<file path="src/rtl/jtpopeye_inputs_if.sv">
`timescale 1ns/1ps
// Bus bundle between the platform I/O layer and the Popeye cabinet input conditioner.
// The master drives the raw inputs; the slave returns the game-facing controls.
interface jtpopeye_inputs_if;
    logic [10:0] ps2_key;
    logic [15:0] joy_0;
    logic [15:0] joy_1;
    logic        pause_clr;
    logic [4:0]  joystick1;
    logic [4:0]  joystick2;
    logic [1:0]  start_button;
    logic        coin_input;
    logic        pause;

    modport master (
        output ps2_key, joy_0, joy_1, pause_clr,
        input  joystick1, joystick2, start_button, coin_input, pause
    );

    modport slave (
        input  ps2_key, joy_0, joy_1, pause_clr,
        output joystick1, joystick2, start_button, coin_input, pause
    );
endinterface

</file>
<file path="src/rtl/jtpopeye_inputs.sv">
`timescale 1ns/1ps
// Cabinet input conditioner for jtpopeye_game: keyboard decode, pad merge, per-channel
// debounce, opposing-direction resolution, coin pulse stretching and the pause latch.
module jtpopeye_inputs #(
    parameter int DEB_CNT     = 40000,
    parameter int COIN_CYCLES = 800000
) (
    input  logic             clk,
    input  logic             rst_n,
    jtpopeye_inputs_if.slave bus
);
    localparam int NCH = 14;
    localparam int DW  = $clog2(DEB_CNT + 1);
    localparam int CW  = $clog2(COIN_CYCLES + 1);
    localparam logic [DW-1:0] DEB_LAST  = DW'(DEB_CNT - 1);
    // The edge cycle itself supplies one clock of low time, so the counter holds the rest.
    localparam logic [CW-1:0] COIN_LOAD = CW'(COIN_CYCLES - 1);

    localparam int CH_COIN  = 7;
    localparam int CH_PAUSE = 8;

    logic            r_kbd_tog;
    logic            r_kbd_armed;
    logic [8:0]      r_kbd;
    logic [4:0]      w_kbd_map;
    logic            w_kbd_hit;
    logic [3:0]      w_kbd_idx;
    logic            w_kbd_evt;

    logic [8:0]      w_joy1;
    logic [NCH-1:0]  w_raw;
    logic [NCH-1:0]  r_deb;
    logic [DW-1:0]   r_cnt [NCH];

    logic [4:0]      w_p1;
    logic [4:0]      w_p2;
    logic [4:0]      r_joy1;
    logic [4:0]      r_joy2;
    logic [1:0]      r_start;

    logic            r_coin_prev;
    logic            w_coin_rise;
    logic [CW-1:0]   r_coin_cnt;
    logic            r_coin_n;

    logic            r_pause_prev;
    logic            w_pause_rise;
    logic            r_pause;

    logic            w_unused;

    // Scan code to player-1 channel index: {hit, index}; channels follow the pad bit order.
    function automatic logic [4:0] kbd_map(input logic [7:0] code);
        case (code)
            8'h74:   kbd_map = {1'b1, 4'd0};
            8'h6B:   kbd_map = {1'b1, 4'd1};
            8'h72:   kbd_map = {1'b1, 4'd2};
            8'h75:   kbd_map = {1'b1, 4'd3};
            8'h14:   kbd_map = {1'b1, 4'd4};
            8'h05:   kbd_map = {1'b1, 4'd5};
            8'h06:   kbd_map = {1'b1, 4'd6};
            8'h04:   kbd_map = {1'b1, 4'd7};
            8'h0C:   kbd_map = {1'b1, 4'd8};
            default: kbd_map = {1'b0, 4'd0};
        endcase
    endfunction

    assign w_kbd_map = kbd_map(bus.ps2_key[7:0]);
    assign w_kbd_hit = w_kbd_map[4];
    assign w_kbd_idx = w_kbd_map[3:0];
    // Arming stops a toggle bit left high across reset from replaying a stale event.
    assign w_kbd_evt = r_kbd_armed & (bus.ps2_key[10] ^ r_kbd_tog);

    // Keyboard event detection and make/break latches.
    always_ff @(posedge clk or negedge rst_n) begin
        if (!rst_n) begin
            r_kbd_tog   <= 1'b0;
            r_kbd_armed <= 1'b0;
            r_kbd       <= 9'd0;
        end else begin
            r_kbd_tog   <= bus.ps2_key[10];
            r_kbd_armed <= 1'b1;
            if (w_kbd_evt && w_kbd_hit) begin
                r_kbd[w_kbd_idx] <= bus.ps2_key[9];
            end
        end
    end

    // Channels 0..8: P1 R,L,D,U,punch,start1,start2,coin,pause; 9..13: P2 R,L,D,U,punch.
    assign w_joy1 = {bus.joy_0[9:6], bus.joy_0[4:0]};
    assign w_raw  = {bus.joy_1[4:0], r_kbd | w_joy1};

    // Per-channel debounce: a change must persist DEB_CNT clocks to be accepted.
    always_ff @(posedge clk or negedge rst_n) begin
        if (!rst_n) begin
            r_deb <= {NCH{1'b0}};
            for (int i = 0; i < NCH; i++) begin
                r_cnt[i] <= {DW{1'b0}};
            end
        end else begin
            for (int i = 0; i < NCH; i++) begin
                if (w_raw[i] == r_deb[i]) begin
                    r_cnt[i] <= {DW{1'b0}};
                end else if (r_cnt[i] == DEB_LAST) begin
                    r_deb[i] <= w_raw[i];
                    r_cnt[i] <= {DW{1'b0}};
                end else begin
                    r_cnt[i] <= r_cnt[i] + DW'(1);
                end
            end
        end
    end

    // Opposing directions cancel each other; punch passes through.
    assign w_p1 = {r_deb[4],
                   r_deb[3] & ~r_deb[2], r_deb[2] & ~r_deb[3],
                   r_deb[1] & ~r_deb[0], r_deb[0] & ~r_deb[1]};
    assign w_p2 = {r_deb[13],
                   r_deb[12] & ~r_deb[11], r_deb[11] & ~r_deb[12],
                   r_deb[10] & ~r_deb[9],  r_deb[9]  & ~r_deb[10]};

    // Active-low registered control outputs.
    always_ff @(posedge clk or negedge rst_n) begin
        if (!rst_n) begin
            r_joy1  <= 5'h1F;
            r_joy2  <= 5'h1F;
            r_start <= 2'b11;
        end else begin
            r_joy1  <= ~w_p1;
            r_joy2  <= ~w_p2;
            r_start <= ~{r_deb[6], r_deb[5]};
        end
    end

    assign w_coin_rise = r_deb[CH_COIN] & ~r_coin_prev;

    // Coin stretcher: low for at least COIN_CYCLES, or for as long as coin is held.
    always_ff @(posedge clk or negedge rst_n) begin
        if (!rst_n) begin
            r_coin_prev <= 1'b0;
            r_coin_cnt  <= {CW{1'b0}};
            r_coin_n    <= 1'b1;
        end else begin
            r_coin_prev <= r_deb[CH_COIN];
            if (w_coin_rise) begin
                r_coin_cnt <= COIN_LOAD;
            end else if (r_coin_cnt != {CW{1'b0}}) begin
                r_coin_cnt <= r_coin_cnt - CW'(1);
            end else begin
                r_coin_cnt <= {CW{1'b0}};
            end
            r_coin_n <= ~(w_coin_rise | (r_coin_cnt != {CW{1'b0}}) | r_deb[CH_COIN]);
        end
    end

    assign w_pause_rise = r_deb[CH_PAUSE] & ~r_pause_prev;

    // Pause toggle latch; the clear wins over a same-cycle toggle.
    always_ff @(posedge clk or negedge rst_n) begin
        if (!rst_n) begin
            r_pause_prev <= 1'b0;
            r_pause      <= 1'b0;
        end else begin
            r_pause_prev <= r_deb[CH_PAUSE];
            if (bus.pause_clr) begin
                r_pause <= 1'b0;
            end else if (w_pause_rise) begin
                r_pause <= ~r_pause;
            end else begin
                r_pause <= r_pause;
            end
        end
    end

    assign bus.joystick1    = r_joy1;
    assign bus.joystick2    = r_joy2;
    assign bus.start_button = r_start;
    assign bus.coin_input   = r_coin_n;
    assign bus.pause        = r_pause;

    assign w_unused = ^{bus.joy_0[15:10], bus.joy_0[5], bus.joy_1[15:5], bus.ps2_key[8]};
endmodule

</file>
<file path="src/flat_wrapper.sv">
// flat-port wrapper written by rule: the top's interface ports become plain ports
module jtpopeye_inputs_flat 
#(
    parameter int DEB_CNT     = 40000,
    parameter int COIN_CYCLES = 800000
)
  (clk, rst_n, bus_ps2_key, bus_joy_0, bus_joy_1, bus_pause_clr, bus_joystick1, bus_joystick2, bus_start_button, bus_coin_input, bus_pause);
  jtpopeye_inputs_if bus_i ();
  input  logic clk;
  input  logic rst_n;
  input wire logic [$bits(bus_i.ps2_key)-1:0] bus_ps2_key;
  input wire logic [$bits(bus_i.joy_0)-1:0] bus_joy_0;
  input wire logic [$bits(bus_i.joy_1)-1:0] bus_joy_1;
  input wire logic [$bits(bus_i.pause_clr)-1:0] bus_pause_clr;
  output wire logic [$bits(bus_i.joystick1)-1:0] bus_joystick1;
  output wire logic [$bits(bus_i.joystick2)-1:0] bus_joystick2;
  output wire logic [$bits(bus_i.start_button)-1:0] bus_start_button;
  output wire logic [$bits(bus_i.coin_input)-1:0] bus_coin_input;
  output wire logic [$bits(bus_i.pause)-1:0] bus_pause;
  assign bus_i.ps2_key = bus_ps2_key;
  assign bus_i.joy_0 = bus_joy_0;
  assign bus_i.joy_1 = bus_joy_1;
  assign bus_i.pause_clr = bus_pause_clr;
  assign bus_joystick1 = bus_i.joystick1;
  assign bus_joystick2 = bus_i.joystick2;
  assign bus_start_button = bus_i.start_button;
  assign bus_coin_input = bus_i.coin_input;
  assign bus_pause = bus_i.pause;
  jtpopeye_inputs #(.DEB_CNT(DEB_CNT), .COIN_CYCLES(COIN_CYCLES)) u_core (.clk(clk), .rst_n(rst_n), .bus(bus_i));
endmodule
</file>
<file path="config.mk">
export PLATFORM = sky130hd
export DESIGN_NAME = jtpopeye_inputs_flat
export DESIGN_NICKNAME = d
export VERILOG_FILES = /design/src/rtl/jtpopeye_inputs_if.sv /design/src/rtl/jtpopeye_inputs.sv /design/src/flat_wrapper.sv
export SDC_FILE = /design/constraint.sdc
export NUM_CORES = 1
export LEC_CHECK = 0
export BUFFER_PORTS_ARGS = -buffer_cell sky130_fd_sc_hd__buf_2
export CORE_ASPECT_RATIO = 1.5
export CORE_MARGIN = 3
export CORE_UTILIZATION = 42
export CTS_CLUSTER_DIAMETER = 50
export CTS_CLUSTER_SIZE = 12
export DETAILED_ROUTE_END_ITERATION = 7
export PLACE_DENSITY_LB_ADDON = 0.15
export SLEW_MARGIN = 5
export SYNTH_ARGS = -nofsm -noshare
export SYNTH_HDL_FRONTEND = slang
export SYNTH_SLANG_ARGS = --single-unit
</file>
<file path="constraint.sdc">
create_clock -name clk -period 2.1 [get_ports clk]
set_input_delay 0.105 -clock clk [delete_from_list [all_inputs] [get_ports clk]]
set_output_delay 0.105 -clock clk [all_outputs]
set_load 0.03 [all_outputs]
</file>
# == Yosys cells after proc, flatten, opt, wreduce, memory -nomap -nowiden ==
# Index checks and enable logic that the tools add are counted.
# word_totals
register_bits,285
elab_cells,191
# classes
n_addsub,15
magnitude_cmp,2
eq_ne,37
n_mux,36
bitwise_logic,44
n_reduce_logical,18
# ops
operator,count
2-to-1 mux 16 bit,28
"adder 16 x 1 -> 16 bit, second input constant",14
"equality test 16 bit, second input constant",14
one-hot mux 5 bit (9 select lines),1
2-to-1 mux 20 bit,2
"equality test 8 x 7 -> 1 bit, second input constant",4
AND reduction 2 bit,14
NOT 1 bit,26
"equality test 8 x 3 -> 1 bit, second input constant",3
nonzero test 20 bit,1
"subtractor 20 x 1 -> 20 bit, second input constant",1
equality test 1 bit,14
bitwise AND 1 bit,11
NOT 5 bit,2
bitwise mux 9 bit,1
OR 9 bit,1
"equality test 8 x 4 -> 1 bit, second input constant",1
"equality test 8 x 5 -> 1 bit, second input constant",1
"less-than comparator 4 x 5 -> 1 bit, second input constant",1
demux 1 bit (select 4 bit),1
"greater-or-equal comparator 4 x 1 -> 1 bit, second input constant",1
2-to-1 mux 1 bit,3
logical AND 1 bit,2
NOT 2 bit,1
other kinds (3),4

# == Longest topological paths before layout ==
# Gate-level depths: netlist (run 1).
# depth
ltp_word,7
depth_mapped,8
depth_no_buf,6

# == Least setup slack after synthesis (run 1) ==
# OpenSTA, ideal clock, no wires.
# synth_timing
path_type,register to register
from,reg u_core.r_coin_cnt[5]
to,reg u_core.r_coin_cnt[18]
arrival_time_ns,1.937
required_time_ns,1.976
path_slack_ns,0.039
path_stages_with_launch,7
period_less_slack_ns,2.061
cell_sequence,dfrtp_1 or4_1 buf_2 nor4b_4 nand3_2 nor3b_1 a211o_1
# synth_between
elab_chain_cells,3
word_cells_on_any_way,4
classes_between,add/sub: 1; mux: 2; reduce/logical: 1
# synth_lines
element,line_no,rtl
"start, declared",jtpopeye_inputs.sv:43,logic [CW-1:0] r_coin_cnt;
"start signal, assigned",jtpopeye_inputs.sv:141,r_coin_cnt <= {CW{1'b0}};
"start signal, assigned",jtpopeye_inputs.sv:148,r_coin_cnt <= r_coin_cnt - CW'(1);
"start signal, assigned",jtpopeye_inputs.sv:150,r_coin_cnt <= {CW{1'b0}};
subtractor 20 x 1 -> 20 bit / nonzero test 20 bit (equally long branches),"jtpopeye_inputs.sv:148, jtpopeye_inputs.sv:147",
2-to-1 mux 20 bit (*),jtpopeye_inputs.sv:147,end else if (r_coin_cnt != {CW{1'b0}}) begin
2-to-1 mux 20 bit (*),jtpopeye_inputs.sv:145,if (w_coin_rise) begin
# Mark *: on every way between the ends. The rest lies on a longest branch, timed or not.
# A chain may end at the register's enable or synchronous reset.

# == Worst setup path in the final report (run 1) ==
# layout_timing
from,reg u_core.r_coin_cnt[5]
to,reg u_core.r_coin_cnt[10]
# Same word-level chain as after synthesis.

==> results.cfg, run 1 <==
[power_and_ir_drop]
vdd_ir_drop_max_mv = 0.636
power_leakage_nw = 6.86
powerDensity_nw_per_um2 = 799
power_mw = 12.4

[setup_path]
crit_type = register to register
cp_top_family = simple AND/OR/NAND/NOR gates
start_kind = register
cp_cell_sequence = or4_4, buf_4, nor2_1, nor4b_1, xnor2_1, o21ai_0
path_max_fanout = 4
slowest_stage = or4_4
worst_ep_arrival_time_ns = 2.35
cp_num_buf_inv = 1
critPathCaptureType = register
crit_required_ns = 2.47
cpPeakStageDelay_ns = 0.56

[cts]
clk-insertion-delay-late_ns = 0.51
numCtsBuffers = 34
cts_tree = built
htree_levels = 2
cts_sinks = 285
cts-root-buf = clkbuf_16
clock_path_buffers = 3
clk_pin_slew_ns = 0.06

[final_layout]
area_delta_synth_final_pct = 17.4
drive_above_1_share_pct = 11.8
final_common_cell = dfrtp_1
design_area_um2 = 15600
n_antenna_cell = 0
final_cell_mix = 272 x dfrtp_1, 254 x nor2_1, 151 x xor2_1
nNetsFinal = 1467

[min_path]
hp-class = primary input to register

[timing]
setup_slack_ns = 0.120
finalSetupTns_ns = 0
period_needed_ns = 1.98
setup-violations-final = 0
fmax_mhz = 505
rsz0062_at_grt = false
post-route-period-util_pct = 94.3
slew_headroom_pct = 52.1
slew_viol_final = 0
tightest_slew_ns = 0.715
hold_violations = 0
fin_worst_skew_ns = 0.0156

[yosys]
yosysWarnings = 0
netlist_area_um2 = 13300
synth-async-reset-ratio_pct = 100
synth_seq_cells = 285
synth_top_flop_cell = dfrtp_1
synth_edf_count = 0
ys_types = 49
yosysSeqAreaShare_pct = 53.9
avgSynthCellArea_um2 = 10.1
postSynthCellCount = 1308
synth_nets = 1370

[global_route]
overflow = 0
grtUsageMet2_pct = 26.7
grt_use_total_pct = 15.1
top_usage_layer = met2
grt_antenna_before_repair = 0
first_global_vias = 9557
met3_usage_pct = 2.67
grt_max_degree = 59
met1_usage_pct = 18.6
grt_first_pass_wirelength_um = 43300

[detailed_routing]
drc = 0
drt_iter0_markers = 375
dr.pass1.iters = 4
via_count = 9239
vias_per_cell = 5.04
wl_um = 24100
drtAntennaViolNets = 0
wl_per_cell_um = 13.1

[status]
outcome = completed

[floorplan]
core_um2 = 31000
fp-row-count = 79
dieArea_um2 = 33800
die_w_um = 151
initial_core_util_pct = 42.7
die_h_um = 224
ios = 60

[run]
max_cap_violations = 0

[place]
post-place-ws_ns = 0.0369
place_congestion = 0.778
dpl_cell_area_um2 = 14200
dp.final_hpwl_um = 16100
io_buffers = 40
## per-layer routing
layer / wire [um] / share of wire [%] / vias to the layer above
met1: 10600 / 44 / 4488
met5: 0 / 0 / -
met4: 486 / 2.0 / 0
met2: 12300 / 51 / 91
li1: - / - / 4624
met3: 699 / 2.9 / 36
## timing repair
item / in CTS / in global routing
hold endpoints to repair: 204 / 0
hold buffers: 18 / 0
buffers inserted: 0 / 1
gates resized for setup: 0 / 3
endpoints found under the setup margin: 0 / 20
## worst register-to-register path, cell delays in order (launching register included)
cell and delay [ns]:
dfrtp_1 0.38, or4_4 0.56, buf_4 0.17, nor2_1 0.16, nor4b_1 0.33, xnor2_1 0.16
o21ai_0 0.09
## path summary, 6_finish.rpt
| kind | depth (start not counted) | to | from | slack [ns] |
|---|---|---|---|---|
| max | 6 | u_core.r_coin_cnt[10]$_DFF_PN0_ | u_core.r_coin_cnt[5]$_DFF_PN0_ | 0.12 |
| min in group asynchronous | 2 | u_core.r_cnt[27]$_DFF_PN0_ | rst_n | 0.12 |
| max reg2reg | 6 | u_core.r_coin_cnt[10]$_DFF_PN0_ | u_core.r_coin_cnt[5]$_DFF_PN0_ | 0.12 |
| max in group asynchronous | 3 | u_core.bus.joystick1[0]$_DFF_PN1_ | rst_n | 1.18 |
| min | 3 | u_core.r_deb[1]$_DFFE_PN0P_ | bus_joy_0[1] | 0.04 |
| min reg2reg | 0 | u_core.r_coin_prev$_DFF_PN0_ | u_core.r_deb[7]$_DFFE_PN0P_ | 0.41 |
## layout make-up
| cell class | instances | area, um^2 |
|---|---|---|
| clock buffer | 47 | 1000 |
| clock inverter | 13 | 201 |
| fill | 2885 | 15500 |
| inverter | 26 | 97.6 |
| multi-input combinational | 964 | 5900 |
| sequential | 285 | 7150 |
| tap | 405 | 507 |
| timing repair buffer | 94 | 711 |
## synth_stat cells (26+ instances only)
master | n | area [um^2]
dfrtp_1 | 272 | 6810
nor2_1 | 254 | 953
xor2_1 | 151 | 1320
nand2_1 | 97 | 364
nand3_1 | 71 | 355
xnor2_1 | 65 | 569
nand4_1 | 49 | 307
o21ai_0 | 33 | 165
and4_1 | 32 | 280
and3_1 | 28 | 175
clkbuf_1 | 27 | 101
inv_1 | 26 | 97.6
## where the power goes
part	internal [mW]	switching (mW)	leakage, nW	total [mW]
logic	0.207	0.329	2.50	0.535
clock network	3.96	2.26	0.588	6.22
registers	5.59	0.0794	3.78	5.67
## cell families (layout without fill, tap and decap cells)
logic type	count (synthesis)	after routing	share of synthesized area [%]
xor gates and xnor gates	216	216	14.3
muxes	15	15	1.26
adders and majority gates	16	16	1.51
and+or+nand+nor	652	652	24.7
other	1	1	0.0283
DFF	285	285	53.9
buffers and inverters	59	180	1.75
AOI/OAI and AO/OA	64	64	2.60
## per-stage QoR
| step | hold WS, ns | utilization, % | instances |
|---|---|---|---|
| 2_1_floorplan | -0.191 | - | 1308 |
| 3_3_place_gp | 0.0841 | 45.6 | 1755 |
| 3_5_place_dp | 0.0847 | 45.6 | 1755 |
| 4_1_cts | 0.0276 | 50.1 | 1833 |
| 5_1_grt | 0.0651 | 50.1 | 1834 |
| 6_report | 0.0396 | 50.1 | 1834 |
## sequential cells by signal, indices dropped and copies added, names as in the netlist, 2 cells and up
signal                   count
u_core.r_deb                14
u_core.bus.start_button      2
u_core.bus.joystick2         5
u_core.bus.joystick1         5
u_core.r_kbd                 9
u_core.r_cnt               224
u_core.r_coin_cnt           20
Power figures use the tool's default switching activity.
==> run 2, diff against run 1 <==
CORE_ASPECT_RATIO = not set   (was 1.5)
==> results.cfg, run 2 (synthesized netlist as in run 1, its figures left out) <==
[floorplan]
ios = 60
dieArea_um2 = 33700
die_h_um = 184
fp-row-count = 64
core_um2 = 30800
die_w_um = 184
initial_core_util_pct = 43.0

[detailed_routing]
drt_iter0_markers = 367
vias_per_cell = 4.97
wl_per_cell_um = 12.7
wl_um = 23200
via_count = 9086
drc = 0
dr.pass1.iters = 4
drtAntennaViolNets = 0

[timing]
slew_headroom_pct = 52.4
tightest_slew_ns = 0.711
slew_viol_final = 0
period_needed_ns = 2.11
hold_violations = 0
setup_slack_ns = -0.00922
finalSetupTns_ns = -0.0242
post-route-period-util_pct = 100
setup-violations-final = 5
fmax_mhz = 474
rsz0062_at_grt = true
fin_worst_skew_ns = 0.0117

[global_route]
grt_first_pass_wirelength_um = 41900
grt_use_total_pct = 14.4
overflow = 0
first_global_vias = 9112
grt_antenna_before_repair = 0
grt_max_degree = 64

[power_and_ir_drop]
powerDensity_nw_per_um2 = 787
power_mw = 12.2
power_leakage_nw = 6.85
vdd_ir_drop_max_mv = 0.550

[final_layout]
final_common_cell = dfrtp_1
regMostFlops = u_core.r_cnt
final_cell_mix = 272 x dfrtp_1, 254 x nor2_1, 151 x xor2_1
n_antenna_cell = 0
n_fill_cell = 2791
final_core_util_pct = 50.4
largest_reg_flops = 224
reg.largest.list = u_core.r_cnt x224, u_core.r_coin_cnt x20, u_core.r_deb x14
nNetsFinal = 1468
design_area_um2 = 15600
drive_above_1_share_pct = 12.2
area_delta_synth_final_pct = 17.3

[setup_path]
rrSetupSlack_ns = -0.009
crit_required_ns = 2.46
critPathCaptureType = register
path_max_fanout = 7
crit_type = register to register
worst_ep_arrival_time_ns = 2.47
start_kind = register

[cts]
htree_levels = 2
cts_tree = built
cts-root-buf = clkbuf_16
clk_pin_slew_ns = 0.06
cts_sinks = 285
numCtsBuffers = 35
clock_path_buffers = 3
clk-insertion-delay-late_ns = 0.50

[status]
outcome = finished with violations
failed_checks = negative setup slack

[place]
dpl_cell_area_um2 = 14100
place_congestion = 0.760
io_buffers = 40
dp.final_hpwl_um = 15100

[min_path]
hp-class = primary input to register

[run]
max_cap_violations = 0
==> run 2: cell types whose count changed in the layout (fill, tap and decap cells not counted), moves of 2 or more <==
cell	previous run	this run
o21ai_0	33	22
o21ai_2	0	6
o21ai_1	7	12
clkbuf_1	6	9
clkinv_2	5	2
buf_6	0	2
bufinv_16	5	3
inv_6	0	2
==> run 2: power breakdown <==
part	switching (mW)	internal [mW]	total, mW
logic	0.329	0.213	0.541
registers	0.0782	5.60	5.67
clock network	2.26	3.76	6.02
total	2.67	9.56	12.2
==> run 2: per-stage QoR <==
step	setup WS (ns)	std cells	hold WS, ns
5_1_grt	-0.0993	1827	0.0490
3_3_place_gp	0.0464	1742	0.0856
3_5_place_dp	0.0153	1742	0.0932
6_report	-0.00922	1827	0.0196
2_1_floorplan	0.0386	1308	-0.191
4_1_cts	0.00964	1821	0.00148
==> run 2: final timing paths <==
kind / startpoint / end / depth (start not counted)
hold reg to reg: u_core.r_deb[7]$_DFFE_PN0P_ / u_core.r_coin_prev$_DFF_PN0_ / 0
hold / removal: bus_joy_0[1] / u_core.r_deb[1]$_DFFE_PN0P_ / 3
setup reg to reg: u_core.r_coin_cnt[12]$_DFF_PN0_ / u_core.r_coin_cnt[4]$_DFF_PN0_ / 6
setup / recovery: u_core.r_coin_cnt[12]$_DFF_PN0_ / u_core.r_coin_cnt[4]$_DFF_PN0_ / 6
max in group asynchronous: rst_n / u_core.bus.start_button[1]$_DFF_PN1_ / 3
min in group asynchronous: rst_n / u_core.r_cnt[30]$_DFF_PN0_ / 2
==> run 2: area by class of cell <==
type                       instances  area (um^2)  area share [%]
inverter                          26         97.6           0.628
timing repair buffer              94          716            4.60
tap                              396          495            3.19
clock inverter                    12          160            1.03
clock buffer                      50         1010            6.52
multi-input combinational        964         5920            38.1
sequential                       285         7150            46.0
==> run 2: timing repair <==
| item | in CTS | in global routing |
|---|---|---|
| resized for setup | 0 | 24 |
| endpoints found under the hold margin | 132 | 0 |
| buffers inserted | 0 | 5 |
| hold buffers | 17 | 0 |
| setup endpoints to repair | 0 | 21 |
==> run 2: critical path, cell delays in order (launching register included) <==
cell and delay (ns):
dfrtp_1 0.38, or4_4 0.56, nor4_4 0.32, and2b_1 0.18
and4b_2 0.29, buf_6 0.16, o21ai_2 0.07
==> run 2: layer usage <==
metal	up-vias	wire length [um]	GRT usage (%)
met3	45	737	2.65
met2	83	10300	23.5
met1	4343	11600	19.9
met5	-	0	0
li1	4615	-	-
met4	0	531	4.08
